File: src/rtl/oam_dma_arbiter_if.sv
// Bus bundle between CPU pins, the OAM DMA arbiter and the memory/bus decoder.
// Strobes are active low and single-cycle qualified: an access exists in a cycle
// iff rd_n or wr_n is 0 in that cycle (write wins if both are 0); mem_rdata is
// valid in the same cycle as mem_addr/mem_rd_n, and there is no back-pressure.
interface oam_dma_arbiter_if;
  logic [15:0] cpu_addr;
  logic [7:0]  cpu_wdata;
  logic        cpu_rd_n;
  logic        cpu_wr_n;
  logic [7:0]  cpu_rdata;
  logic [15:0] mem_addr;
  logic [7:0]  mem_wdata;
  logic        mem_rd_n;
  logic        mem_wr_n;
  logic [7:0]  mem_rdata;
  logic        dma_active;
  logic        dma_done;

  // master: the arbiter itself; slave: CPU core + memory decoder side
  modport master (
    input  cpu_addr, cpu_wdata, cpu_rd_n, cpu_wr_n, mem_rdata,
    output cpu_rdata, mem_addr, mem_wdata, mem_rd_n, mem_wr_n, dma_active, dma_done
  );

  modport slave (
    output cpu_addr, cpu_wdata, cpu_rd_n, cpu_wr_n, mem_rdata,
    input  cpu_rdata, mem_addr, mem_wdata, mem_rd_n, mem_wr_n, dma_active, dma_done
  );
endinterface

File: src/rtl/oam_dma_arbiter.sv
// Shared CPU/memory bus owner running OAM DMA: a write to DMA_REG_ADDR copies
// DMA_LEN bytes from {reg, idx} to FE00h+idx, CPU confined to HRAM meanwhile.
module oam_dma_arbiter #(
  parameter int          DMA_LEN      = 160,
  parameter logic [15:0] DMA_REG_ADDR = 16'hFF46,
  parameter int          START_DELAY  = 1
) (
  input  logic                 clk,
  input  logic                 rst,
  oam_dma_arbiter_if.master    bus,
  output logic [1:0]           dbg_state_o
);

  typedef enum logic [1:0] {
    IDLE  = 2'd0,
    START = 2'd1,
    RD    = 2'd2,
    WR    = 2'd3
  } state_e;

  localparam logic [7:0]  LAST_IDX   = 8'(DMA_LEN - 1);
  localparam logic [7:0]  DELAY_INIT = 8'(START_DELAY);
  localparam logic [15:0] OAM_BASE   = 16'hFE00;

  state_e     state_q, state_d;
  logic [7:0] idx_q, idx_d;
  logic [7:0] dma_reg_q, dma_reg_d;
  logic [7:0] latch_q, latch_d;
  logic [7:0] delay_q, delay_d;
  logic       done_q, done_d;

  logic cpu_wr;
  logic cpu_rd;
  logic is_dma_reg;
  logic is_hram;
  logic hram_hit;
  logic trigger;
  logic reg_read;
  logic dma_busy;
  logic stall;

  // A cycle with both strobes low is a write, so a read needs wr_n high.
  assign cpu_wr     = ~bus.cpu_wr_n;
  assign cpu_rd     = ~bus.cpu_rd_n & bus.cpu_wr_n;
  assign is_dma_reg = (bus.cpu_addr == DMA_REG_ADDR);
  assign is_hram    = (bus.cpu_addr >= 16'hFF80) && (bus.cpu_addr <= 16'hFFFE);
  assign hram_hit   = is_hram & (cpu_rd | cpu_wr);
  assign trigger    = cpu_wr & is_dma_reg;
  assign reg_read   = cpu_rd & is_dma_reg;
  assign dma_busy   = (state_q == RD) || (state_q == WR);
  assign stall      = dma_busy & hram_hit;

  always_ff @(posedge clk) begin
    if (rst) begin
      state_q   <= IDLE;
      idx_q     <= 8'h00;
      dma_reg_q <= 8'hFF;
      latch_q   <= 8'h00;
      delay_q   <= 8'h00;
      done_q    <= 1'b0;
    end else begin
      state_q   <= state_d;
      idx_q     <= idx_d;
      dma_reg_q <= dma_reg_d;
      latch_q   <= latch_d;
      delay_q   <= delay_d;
      done_q    <= done_d;
    end
  end

  always_comb begin
    state_d   = state_q;
    idx_d     = idx_q;
    dma_reg_d = dma_reg_q;
    latch_d   = latch_q;
    delay_d   = delay_q;
    done_d    = 1'b0;

    // A trigger wins over everything, including an in-flight copy.
    if (trigger) begin
      dma_reg_d = bus.cpu_wdata;
      idx_d     = 8'h00;
      delay_d   = DELAY_INIT;
      state_d   = START;
    end else begin
      case (state_q)
        IDLE: ;
        START: begin
          if (delay_q <= 8'd1) begin
            delay_d = 8'h00;
            state_d = RD;
          end else begin
            delay_d = delay_q - 8'd1;
          end
        end
        RD: begin
          if (!stall) begin
            latch_d = bus.mem_rdata;
            state_d = WR;
          end
        end
        WR: begin
          if (!stall) begin
            if (idx_q == LAST_IDX) begin
              idx_d   = 8'h00;
              state_d = IDLE;
              done_d  = 1'b1;
            end else begin
              idx_d   = idx_q + 8'd1;
              state_d = RD;
            end
          end
        end
        default: state_d = IDLE;
      endcase
    end
  end

  always_comb begin
    bus.mem_addr  = bus.cpu_addr;
    bus.mem_wdata = bus.cpu_wdata;
    bus.mem_rd_n  = ~cpu_rd;
    bus.mem_wr_n  = ~cpu_wr;
    bus.cpu_rdata = bus.mem_rdata;

    if (dma_busy && !hram_hit && !trigger) begin
      bus.cpu_rdata = 8'hFF;
      bus.mem_wdata = latch_q;
      if (state_q == RD) begin
        bus.mem_addr = {dma_reg_q, idx_q};
        bus.mem_rd_n = 1'b0;
        bus.mem_wr_n = 1'b1;
      end else begin
        bus.mem_addr = OAM_BASE + {8'h00, idx_q};
        bus.mem_rd_n = 1'b1;
        bus.mem_wr_n = 1'b0;
      end
    end else if (is_dma_reg && (cpu_rd || cpu_wr)) begin
      // The DMA register lives here, never on the memory bus.
      bus.mem_rd_n = 1'b1;
      bus.mem_wr_n = 1'b1;
    end

    if (reg_read) begin
      bus.cpu_rdata = dma_reg_q;
    end
  end

  assign bus.dma_active = (state_q != IDLE);
  assign bus.dma_done   = done_q;
  assign dbg_state_o    = state_q;

endmodule

File: src/flat_wrapper.sv
// flat-port wrapper written by rule: the top's interface ports become plain ports
module oam_dma_arbiter_flat 
#(
  parameter int          DMA_LEN      = 160,
  parameter logic [15:0] DMA_REG_ADDR = 16'hFF46,
  parameter int          START_DELAY  = 1
)
  (clk, rst, dbg_state_o, bus_cpu_addr, bus_cpu_wdata, bus_cpu_rd_n, bus_cpu_wr_n, bus_mem_rdata, bus_cpu_rdata, bus_mem_addr, bus_mem_wdata, bus_mem_rd_n, bus_mem_wr_n, bus_dma_active, bus_dma_done);
  oam_dma_arbiter_if bus_i ();
  input  logic clk;
  input  logic rst;
  output logic [1:0] dbg_state_o;
  input wire logic [$bits(bus_i.cpu_addr)-1:0] bus_cpu_addr;
  input wire logic [$bits(bus_i.cpu_wdata)-1:0] bus_cpu_wdata;
  input wire logic [$bits(bus_i.cpu_rd_n)-1:0] bus_cpu_rd_n;
  input wire logic [$bits(bus_i.cpu_wr_n)-1:0] bus_cpu_wr_n;
  input wire logic [$bits(bus_i.mem_rdata)-1:0] bus_mem_rdata;
  output wire logic [$bits(bus_i.cpu_rdata)-1:0] bus_cpu_rdata;
  output wire logic [$bits(bus_i.mem_addr)-1:0] bus_mem_addr;
  output wire logic [$bits(bus_i.mem_wdata)-1:0] bus_mem_wdata;
  output wire logic [$bits(bus_i.mem_rd_n)-1:0] bus_mem_rd_n;
  output wire logic [$bits(bus_i.mem_wr_n)-1:0] bus_mem_wr_n;
  output wire logic [$bits(bus_i.dma_active)-1:0] bus_dma_active;
  output wire logic [$bits(bus_i.dma_done)-1:0] bus_dma_done;
  assign bus_i.cpu_addr = bus_cpu_addr;
  assign bus_i.cpu_wdata = bus_cpu_wdata;
  assign bus_i.cpu_rd_n = bus_cpu_rd_n;
  assign bus_i.cpu_wr_n = bus_cpu_wr_n;
  assign bus_i.mem_rdata = bus_mem_rdata;
  assign bus_cpu_rdata = bus_i.cpu_rdata;
  assign bus_mem_addr = bus_i.mem_addr;
  assign bus_mem_wdata = bus_i.mem_wdata;
  assign bus_mem_rd_n = bus_i.mem_rd_n;
  assign bus_mem_wr_n = bus_i.mem_wr_n;
  assign bus_dma_active = bus_i.dma_active;
  assign bus_dma_done = bus_i.dma_done;
  oam_dma_arbiter #(.DMA_LEN(DMA_LEN), .DMA_REG_ADDR(DMA_REG_ADDR), .START_DELAY(START_DELAY)) u_core (.clk(clk), .rst(rst), .bus(bus_i), .dbg_state_o(dbg_state_o));
endmodule
File: config.mk
export PLATFORM = sky130hd
export DESIGN_NAME = oam_dma_arbiter_flat
export DESIGN_NICKNAME = d
export VERILOG_FILES = /design/src/rtl/oam_dma_arbiter_if.sv /design/src/rtl/oam_dma_arbiter.sv /design/src/flat_wrapper.sv
export SDC_FILE = /design/constraint.sdc
export NUM_CORES = 1
export LEC_CHECK = 0
export BUFFER_PORTS_ARGS = -buffer_cell sky130_fd_sc_hd__buf_2
export CORE_MARGIN = 4
export CORE_UTILIZATION = 54
export DETAILED_ROUTE_END_ITERATION = 8
export GPL_TIMING_DRIVEN = 1
export PLACE_DENSITY = 0.87
export REMOVE_ABC_BUFFERS = 1
export SLEW_MARGIN = 10
export SYNTH_ARGS = -nofsm -noshare
export SYNTH_HDL_FRONTEND = slang
export SYNTH_SLANG_ARGS = --single-unit
File: constraint.sdc
create_clock -name clk -period 5.55 [get_ports clk]
set_input_delay 1.11 -clock clk [delete_from_list [all_inputs] [get_ports clk]]
set_output_delay 1.11 -clock clk [all_outputs]
set_load 0.1 [all_outputs]
==> results of run 1 <==
-- metal layers --
layer | vias up | track usage | share of wire
li1 | 1042 | - | -
met1 | 955 | 0.262 | 0.43
met5 | - | 0 | 0
met2 | 73 | 0.333 | 0.46
met3 | 11 | 0.0590 | 0.088
met4 | 0 | 0.0915 | 0.018
-- critical path: cells and delay by family --
family | cells | cell delay (ps)
and+or+nand+nor | 4 | 1780
muxes | 1 | 420
buffers and inverters | 2 | 410
-- worst max-delay path by stage --
stage	from	to	slack, ps	cells past startpoint
6_report	bus_cpu_addr[7]	bus_mem_wdata[1]	720	7
5_1_grt	bus_cpu_addr[7]	bus_mem_wdata[1]	560	7
4_1_cts	bus_cpu_addr[7]	bus_mem_wdata[1]	740	7
3_5_place_dp	bus_cpu_addr[7]	bus_mem_wdata[1]	750	7
3_3_place_gp	bus_cpu_addr[7]	bus_mem_addr[1]	820	7
2_1_floorplan	bus_cpu_addr[10]	bus_mem_addr[10]	80	5
-- power groups by stage --
stage / combinational, uW / sequential, uW / clock, uW
after global placement: 158 / 257 / 0
after global routing: 164 / 251 / 216
final: 158 / 251 / 202
after CTS: 158 / 251 / 206
after floorplan: 118 / 257 / 0
after detailed placement: 158 / 257 / 0
-- state kept, by name (all words and copies together) (netlist names) --
signal               count
u_core.idx_q             8
u_core.dma_reg_q         8
u_core.dbg_state_o       2
u_core.latch_q           8
u_core.bus.dma_done      1
u_core.delay_q           8
-- kinds of logic after synthesis --
group,count (synthesis),synth area share
compound gates,44,0.115
xor+xnor,9,0.0375
fa+ha+maj,3,0.0179
buf+inv,16,0.0375
flops,35,0.334
mux,25,0.129
simple gates,126,0.330
-- cell type report --
| class | instances | share of cell area |
|---|---|---|
| inverter | 3 | 0.00440 |
| sequential | 35 | 0.274 |
| clock buffer | 8 | 0.0391 |
| timing repair buffer | 73 | 0.143 |
| tap | 48 | 0.0235 |
| multi-input combinational | 207 | 0.516 |
-- synthesized netlist by cell type (5+ instances only) --
cell	number
nand2b_1	19
dfxtp_1	35
a21oi_1	17
xnor2_1	5
mux2_1	7
mux2i_1	9
nand3_1	5
nand2_1	22
nor3_1	5
clkbuf_1	7
nand3b_1	9
o21ai_0	17
mux2_2	9
nor2_1	40
-- per-stage QoR --
stage | setup WS (ps) | power, uW | instances
2_1_floorplan | 83.9 | 375 | 245
3_3_place_gp | 816 | 414 | 366
3_5_place_dp | 751 | 415 | 366
4_1_cts | 742 | 615 | 374
5_1_grt | 564 | 631 | 374
6_report | 722 | 611 | 374
==> results.sh, run 1 <==
export IMPL_grt_pass1_wl_um=8430
export IMPL_rsz0062_at_grt="false"
export IMPL_critPathSlowestCell="nand3_2"
export IMPL_setup_worst_path_end_class="output pin"
export IMPL_syn_to_final_growth_pct=21.8
export IMPL_slew_violations=0
export IMPL_nets=364
export IMPL_io_pins=74
export IMPL_r2r_setup_slack_ps=3510
export IMPL_netlist_area_sq_um=2100
export IMPL_antennaDiodeCount=0
export IMPL_gp_congestion=0.821
export IMPL_clk_pin_slew_ps=70
export IMPL_yosysTopAreaCell="dfxtp_1"
export IMPL_regToRegEndpoint="u_core.latch_q[2]"
export IMPL_die_area_sq_um=4950
export IMPL_htreeDepth=2
export IMPL_stdcell_area_sq_um=2560
export IMPL_grt_usage=0.209
export IMPL_path_class="input pin to output pin"
export IMPL_min_period_ps=4830
export IMPL_grt_overflow=0
export IMPL_critical_path_required_ps=4440
export IMPL_async_flop_share=0
export IMPL_ctsHoldBuffers=0
export IMPL_cts_sinks=35
export IMPL_critPathLaunchType="input pin"
export IMPL_r2r_start="u_core.dbg_state_o[1]"
export IMPL_p_per_area_nw_per_um2=239
export IMPL_worst_pin_slew_ps=913
export IMPL_fp_dieW_um=70.4
export IMPL_cts_setup_buffers=0
export IMPL_yosysSeqAreaShare=0.334
export IMPL_first_global_vias=1954
export IMPL_drcViolationCount=0
export IMPL_core_sq_um=3720
export IMPL_crit_fanout=32
export IMPL_cts_tree="yes"
export IMPL_status="complete, no violations"
export IMPL_hold_path_depth=2
export IMPL_fillers=307
export IMPL_most_common_layout_cells="buf_2, nor2_1, dfxtp_1"
export IMPL_first_pass_iters=4
export IMPL_r2r_cells=3
export IMPL_synth_ff_latch_count=35
export IMPL_netlist_area_leader_share=0.334
export IMPL_skew_ps=4.96
export IMPL_slew_headroom=0.388
export IMPL_maxCapViolations=0
export IMPL_postCtsResizedCells=0
export IMPL_setup_viol=0
export IMPL_tns_ps=0
export IMPL_io_buffers=73
export IMPL_finalHoldViolCount=0
export IMPL_grt_start_max_net_pins=33
export IMPL_ir_worst_vdd_uv=195
export IMPL_path_cells="buf_2 -> or4_4 -> nor4_2 -> nand2_1 -> nand3_2 -> mux2_2 -> buf_2"
export IMPL_ys_flop_type="dfxtp_1"
export IMPL_grt_antenna_before_repair=0
export IMPL_drive_gt1_frac=0.304
export IMPL_numCtsBuffers=5
export IMPL_sw_frac_of_total=0.355
export IMPL_synthCells=258
export IMPL_ant_nets=0
export IMPL_p_seq_frac=0.411
export IMPL_fin_crit_sh=0.870
export IMPL_clockBufferDepth=2
export IMPL_min_path_type="flop to flop"
export IMPL_worstHoldStart="u_core.latch_q[6]"
export IMPL_ff_latch_area_sq_um=701
export IMPL_start_util=0.565
export IMPL_p_switching_uw=217
export IMPL_clk_latency_ps=290
export IMPL_final_util=0.688
export IMPL_hold_ws_ps=476
export IMPL_synth_area_leaders="dfxtp_1, nor2_1, nand2b_1"
export IMPL_die_height_um=70.4
export IMPL_hold_end="u_core.latch_q[6]"
export IMPL_p_clk_frac=0.331
export IMPL_vias=2081
export IMPL_drt_iter0_drc=101
export IMPL_dp_hpwl_um=3740
export IMPL_yosysWarningCount=0
export IMPL_multi_input_area_sq_um=1320
export IMPL_comb_power_share=0.258
export IMPL_cp_slowest_stage_delay_ps=580
export IMPL_p_leak_uw=0.00110
export IMPL_drt_wirelength_per_cell_um=13.4
export IMPL_crit_arrival_ps=3720
export IMPL_yosysUniqueCellTypes=40
export IMPL_final_common_cell="buf_2"
export IMPL_routed_wl_um=5020
export IMPL_intPower_uw=394
export IMPL_crit_path_frequent_cell="buf_2"
export IMPL_std_cell_rows=22
export IMPL_root_buffer="clkbuf_8"
export IMPL_place_area_sq_um=2460
export IMPL_max_clock_freq_mhz=207
export IMPL_synth_edf_count=0
export IMPL_avgViaCountPerCell=5.56
export IMPL_postSynthAreaPerCell_sq_um=8.14
No activity file was read; power rests on OpenSTA's default activity.
==> run 2, diff against run 1 <==
- RECOVER_POWER: not set -> 100
==> run 2 against run 1 <==
Net effect: the run now ends with max-capacitance violations, max-slew violations left; register-to-register slack worse by 490 ps; global-route usage stayed put; combinational power hardly changed; hold slack better by 0.50 ps; clock skew is 0.90 ps lower; fmax is 3.8% lower; critical path type unchanged; largest power group unchanged.
==> results.sh, run 2 (same netlist as run 1, synthesis figures left out) <==
export IMPL_grt_usage=0.209
export IMPL_postCtsResizedCells=0
export IMPL_ant_nets=0
export IMPL_cts_setup_buffers=0
export IMPL_min_path_type="flop to flop"
export IMPL_fillers=311
export IMPL_grt_pass1_wl_um=8430
export IMPL_top_usage_layer="met2"
export IMPL_final_common_cell="buf_2"
export IMPL_std_cell_rows=22
export IMPL_setup_worst_path_end_class="output pin"
export IMPL_dp_hpwl_um=3740
export IMPL_hold_path_depth=2
export IMPL_drt_iter0_drc=106
export IMPL_cts_tree="yes"
export IMPL_clockBufferDepth=2
export IMPL_ir_worst_vdd_uv=186
export IMPL_clk_pin_slew_ps=70
export IMPL_worst_pin_slew_ps=1590
export IMPL_nets=364
export IMPL_r2r_start="u_core.dbg_state_o[1]"
export IMPL_cts_sinks=35
export IMPL_ff_latch_area_sq_um=701
export IMPL_regToRegEndpoint="u_core.latch_q[2]"
export IMPL_r2r_setup_slack_ps=3020
export IMPL_critical_path_top_delay_family="simple AND/OR/NAND/NOR gates"
export IMPL_first_global_vias=1954
export IMPL_skew_ps=4.06
export IMPL_path_class="input pin to output pin"
export IMPL_slew_violations=10
export IMPL_crit_fanout=32
export IMPL_antennaDiodeCount=0
export IMPL_met3_usage=0.0590
export IMPL_setup_viol=0
export IMPL_grt_start_max_net_pins=33
export IMPL_tns_ps=0
export IMPL_most_common_layout_cells="buf_2, nor2_1, dfxtp_1"
export IMPL_max_clock_freq_mhz=199
export IMPL_worstHoldStart="u_core.latch_q[3]"
export IMPL_cp_slowest_stage_delay_ps=580
export IMPL_multi_input_area_sq_um=1310
export IMPL_routed_wl_um=5020
export IMPL_fp_dieW_um=70.4
export IMPL_met2_usage=0.333
export IMPL_p_total_uw=611
export IMPL_r2r_cells=3
export IMPL_fin_crit_sh=0.904
export IMPL_root_buffer="clkbuf_8"
export IMPL_maxCapViolations=1
export IMPL_grt_overflow=0
export IMPL_status="finished, violations left"
export IMPL_drcViolationCount=0
export IMPL_slew_headroom=-0.0653
export IMPL_crit_buf_inv=2
export IMPL_numCtsBuffers=5
export IMPL_start_util=0.565
export IMPL_path_cells="buf_2 -> or4_4 -> nor4_1 -> nand2_1 -> nand3_2 -> mux2_1 -> clkbuf_2"
export IMPL_clk_latency_ps=290
export IMPL_critPathLaunchType="input pin"
export IMPL_htreeDepth=2
export IMPL_drive_gt1_frac=0.276
export IMPL_grt_util_met1=0.262
export IMPL_p_leak_uw=0.00108
export IMPL_io_buffers=73
export IMPL_hold_end="u_core.latch_q[3]"
export IMPL_die_area_sq_um=4950
export IMPL_vias=2053
export IMPL_p_per_area_nw_per_um2=241
export IMPL_syn_to_final_growth_pct=20.9
export IMPL_cp_depth=7
export IMPL_io_pins=74
export IMPL_critical_path_required_ps=4440
export IMPL_rsz0062_at_grt="false"
export IMPL_grt_antenna_before_repair=0
export IMPL_die_height_um=70.4
export IMPL_min_period_ps=5020
export IMPL_finalHoldViolCount=0
export IMPL_crit_arrival_ps=3910
export IMPL_first_pass_iters=4
export IMPL_core_sq_um=3720
export IMPL_drt_wirelength_per_cell_um=13.4
export IMPL_gp_congestion=0.821
export IMPL_failed_checks="max-capacitance violations, max-slew violations"
export IMPL_critPathSlowestCell="nand3_2"
export IMPL_avgViaCountPerCell=5.49
export IMPL_ctsHoldBuffers=0
==> run 2: final cells by class <==
class | count | share of cell area
inverters | 3 | 0.00444
multi-input cells | 207 | 0.516
flip-flops and latches | 35 | 0.276
repair buffers | 73 | 0.141
clock buffers | 8 | 0.0394
well taps | 48 | 0.0237
==> run 2: worst min-delay path, cell delays in order, from the launching register on <==
cell and delay (ps):
dfxtp_1 310, nand2b_1 60, mux2i_1 60
==> run 2: metal layers <==
layer | up-vias | wire length (um)
met3 | 8 | 427
met4 | 0 | 82
met1 | 939 | 2170
met2 | 72 | 2340
met5 | - | 0
li1 | 1034 | -
==> run 2: through the flow <==
step,cells,util,instance area [sq um],setup WS (ps),hold WS (ps)
2_1_floorplan,245,-,2030,83.9,446
3_3_place_gp,366,0.661,2460,816,461
3_5_place_dp,366,0.661,2460,751,462
4_1_cts,374,0.688,2560,742,479
5_1_grt,374,0.683,2540,283,502
6_report,374,0.683,2540,531,477
==> run 2: power breakdown <==
| group | internal [uW] | total, uW | switching [uW] |
|---|---|---|---|
| logic | 29.3 | 157 | 128 |
| registers | 251 | 251 | 0.00700 |
| clock network | 113 | 202 | 89.0 |
==> run 2: how the worst max path moves through the flow <==
| stage | start | to | slack [ps] |
|---|---|---|---|
| after floorplan | bus_cpu_addr[10] | bus_mem_addr[10] | 80 |
| after global placement | bus_cpu_addr[7] | bus_mem_addr[1] | 820 |
| after detailed placement | bus_cpu_addr[7] | bus_mem_wdata[1] | 750 |
| after CTS | bus_cpu_addr[7] | bus_mem_wdata[1] | 740 |
| after global routing | bus_cpu_addr[7] | bus_mem_addr[6] | 280 |
| final | bus_cpu_addr[0] | bus_mem_addr[6] | 530 |
==> run 3, diff against run 2 <==
- PLACE_DENSITY: 0.87 -> 0.95
==> run 3 against run 2 <==
Net effect: the flow still finishes with violations (max-capacitance violations, max-slew violations); power decreased by 3.1%; clock power fell by 9%; utilization down 0.30 points; highest routed layer unchanged; non-clock buffer count is the same; wire length is 7.0% higher.
==> results.sh, run 3 (same netlist as run 1, synthesis figures left out) <==
export IMPL_postCtsResizedCells=0
export IMPL_skew_ps=9.30
export IMPL_min_path_type="flop to flop"
export IMPL_crit_fanout=32
export IMPL_grt_antenna_before_repair=0
export IMPL_path_class="input pin to output pin"
export IMPL_crit_buf_inv=2
export IMPL_dp_hpwl_um=3950
export IMPL_ir_worst_vdd_uv=156
export IMPL_drt_wirelength_per_cell_um=14.4
export IMPL_start_util=0.565
export IMPL_critPathLaunchType="input pin"
export IMPL_root_buffer="clkbuf_8"
export IMPL_tns_ps=0
export IMPL_crit_path_frequent_cell="buf_2"
export IMPL_ant_nets=0
export IMPL_worst_pin_slew_ps=1600
export IMPL_avgViaCountPerCell=5.59
export IMPL_die_area_sq_um=4950
export IMPL_critical_path_required_ps=4440
export IMPL_path_cells="buf_2 -> or4_4 -> nor4_1 -> nand2_1 -> nand3_2 -> mux2_2 -> buf_2"
export IMPL_syn_to_final_growth_pct=20.3
export IMPL_fillers=331
export IMPL_fp_dieW_um=70.4
export IMPL_drive_gt1_frac=0.279
export IMPL_die_height_um=70.4
export IMPL_numCtsBuffers=5
export IMPL_place_inst=366
export IMPL_crit_arrival_ps=3920
export IMPL_drcViolationCount=0
export IMPL_std_cell_rows=22
export IMPL_cts_tree="yes"
export IMPL_grt_overflow=0
export IMPL_grt_pass1_wl_um=9010
export IMPL_slew_violations=10
export IMPL_hold_path_depth=2
export IMPL_antennaDiodeCount=0
export IMPL_r2r_cells=3
export IMPL_first_pass_iters=4
export IMPL_grt_usage=0.221
export IMPL_cts_setup_buffers=0
export IMPL_slew_headroom=-0.0769
export IMPL_p_leak_uw=0.00107
export IMPL_vias=2091
export IMPL_r2r_setup_slack_ps=2890
export IMPL_setup_viol=0
export IMPL_min_period_ps=5030
export IMPL_cts_sinks=35
export IMPL_io_pins=74
export IMPL_cp_slowest_stage_delay_ps=600
export IMPL_nets=364
export IMPL_worstHoldStart="u_core.latch_q[5]"
export IMPL_htreeDepth=2
export IMPL_maxCapViolations=1
export IMPL_clockBufferDepth=2
export IMPL_regToRegEndpoint="u_core.latch_q[1]"
export IMPL_ctsHoldBuffers=0
export IMPL_io_buffers=73
export IMPL_routed_wl_um=5370
export IMPL_fin_crit_sh=0.906
export IMPL_critical_path_top_delay_family="simple AND/OR/NAND/NOR gates"
export IMPL_grt_start_max_net_pins=33
export IMPL_core_sq_um=3720
export IMPL_status="finished, violations left"
export IMPL_r2r_start="u_core.dbg_state_o[1]"
export IMPL_critPathSlowestCell="nand3_2"
export IMPL_clk_latency_ps=290
export IMPL_most_common_layout_cells="buf_2, nor2_1, dfxtp_1"
export IMPL_final_common_cell="buf_2"
export IMPL_failed_checks="max-capacitance violations, max-slew violations"
export IMPL_first_global_vias=1976
export IMPL_hold_end="u_core.latch_q[5]"
export IMPL_layout_cells_non_filler=374
export IMPL_max_clock_freq_mhz=199
export IMPL_clk_pin_slew_ps=70
export IMPL_gp_congestion=0.847
export IMPL_finalHoldViolCount=0
export IMPL_p_total_uw=592
export IMPL_p_per_area_nw_per_um2=234
export IMPL_setup_worst_path_end_class="output pin"
export IMPL_rsz0062_at_grt="false"
export IMPL_drt_iter0_drc=140
-- run 3: changes by cell type in the layout (fill, tap and decap cells not counted), sizes merged --
cell	before	now
clkbuf	33	29
clkinvlp	0	2
buf	48	49
clkinv	0	1
-- run 3: worst reg2reg max path: cells and delay by family, from the launching register on --
kind             cells  cell delay (ps)
AND/OR/NAND/NOR      2             1710
flip-flops           1              560
multiplexers         1              210
-- run 3: power by group --
group / leakage (uW) / internal [uW] / total [uW] / switching (uW)
Sequential: 0.000282 / 251 / 251 / 0.00704
Combinational: 0.000746 / 29.3 / 158 / 129
Clock: 0.0000402 / 87.2 / 183 / 95.5
-- run 3: area by class of cell --
class / instances / area, sq um / share of cell area
Clock buffer: 5 / 68.8 / 0.0272
Clock inverter: 3 / 20.0 / 0.00792
Inverter: 3 / 11.3 / 0.00446
Multi-Input combinational cell: 207 / 1310 / 0.518
Sequential cell: 35 / 701 / 0.277
Tap cell: 48 / 60.1 / 0.0238
Timing Repair Buffer: 73 / 357 / 0.141
-- run 3: worst max path at each step --
stage | start | endpoint | slack (ps) | cells after the start
2_1_floorplan | bus_cpu_addr[10] | bus_mem_addr[10] | 80 | 5
3_3_place_gp | bus_cpu_addr[7] | bus_mem_addr[0] | 800 | 7
3_5_place_dp | bus_cpu_addr[7] | bus_mem_wdata[5] | 700 | 7
4_1_cts | bus_cpu_addr[7] | bus_mem_wdata[5] | 680 | 7
5_1_grt | bus_cpu_addr[7] | bus_mem_addr[1] | 290 | 7
6_report | bus_cpu_addr[0] | bus_mem_wdata[0] | 520 | 7
-- run 3: metrics by stage --
stage	hold WS [ps]	instance area, sq um	utilization	worst slack (ps)
6_report	479	2530	0.680	521
3_3_place_gp	459	2460	0.661	796
5_1_grt	491	2530	0.680	288
2_1_floorplan	446	2030	-	83.9
4_1_cts	478	2550	0.685	677
3_5_place_dp	465	2460	0.661	700
-- run 3: routing by layer --
layer	up-vias	global-route usage	wire length (um)
met5	-	0	0
met1	960	0.276	2260
met4	0	0.0830	99
li1	1038	-	-
met3	12	0.0604	394
met2	81	0.360	2620
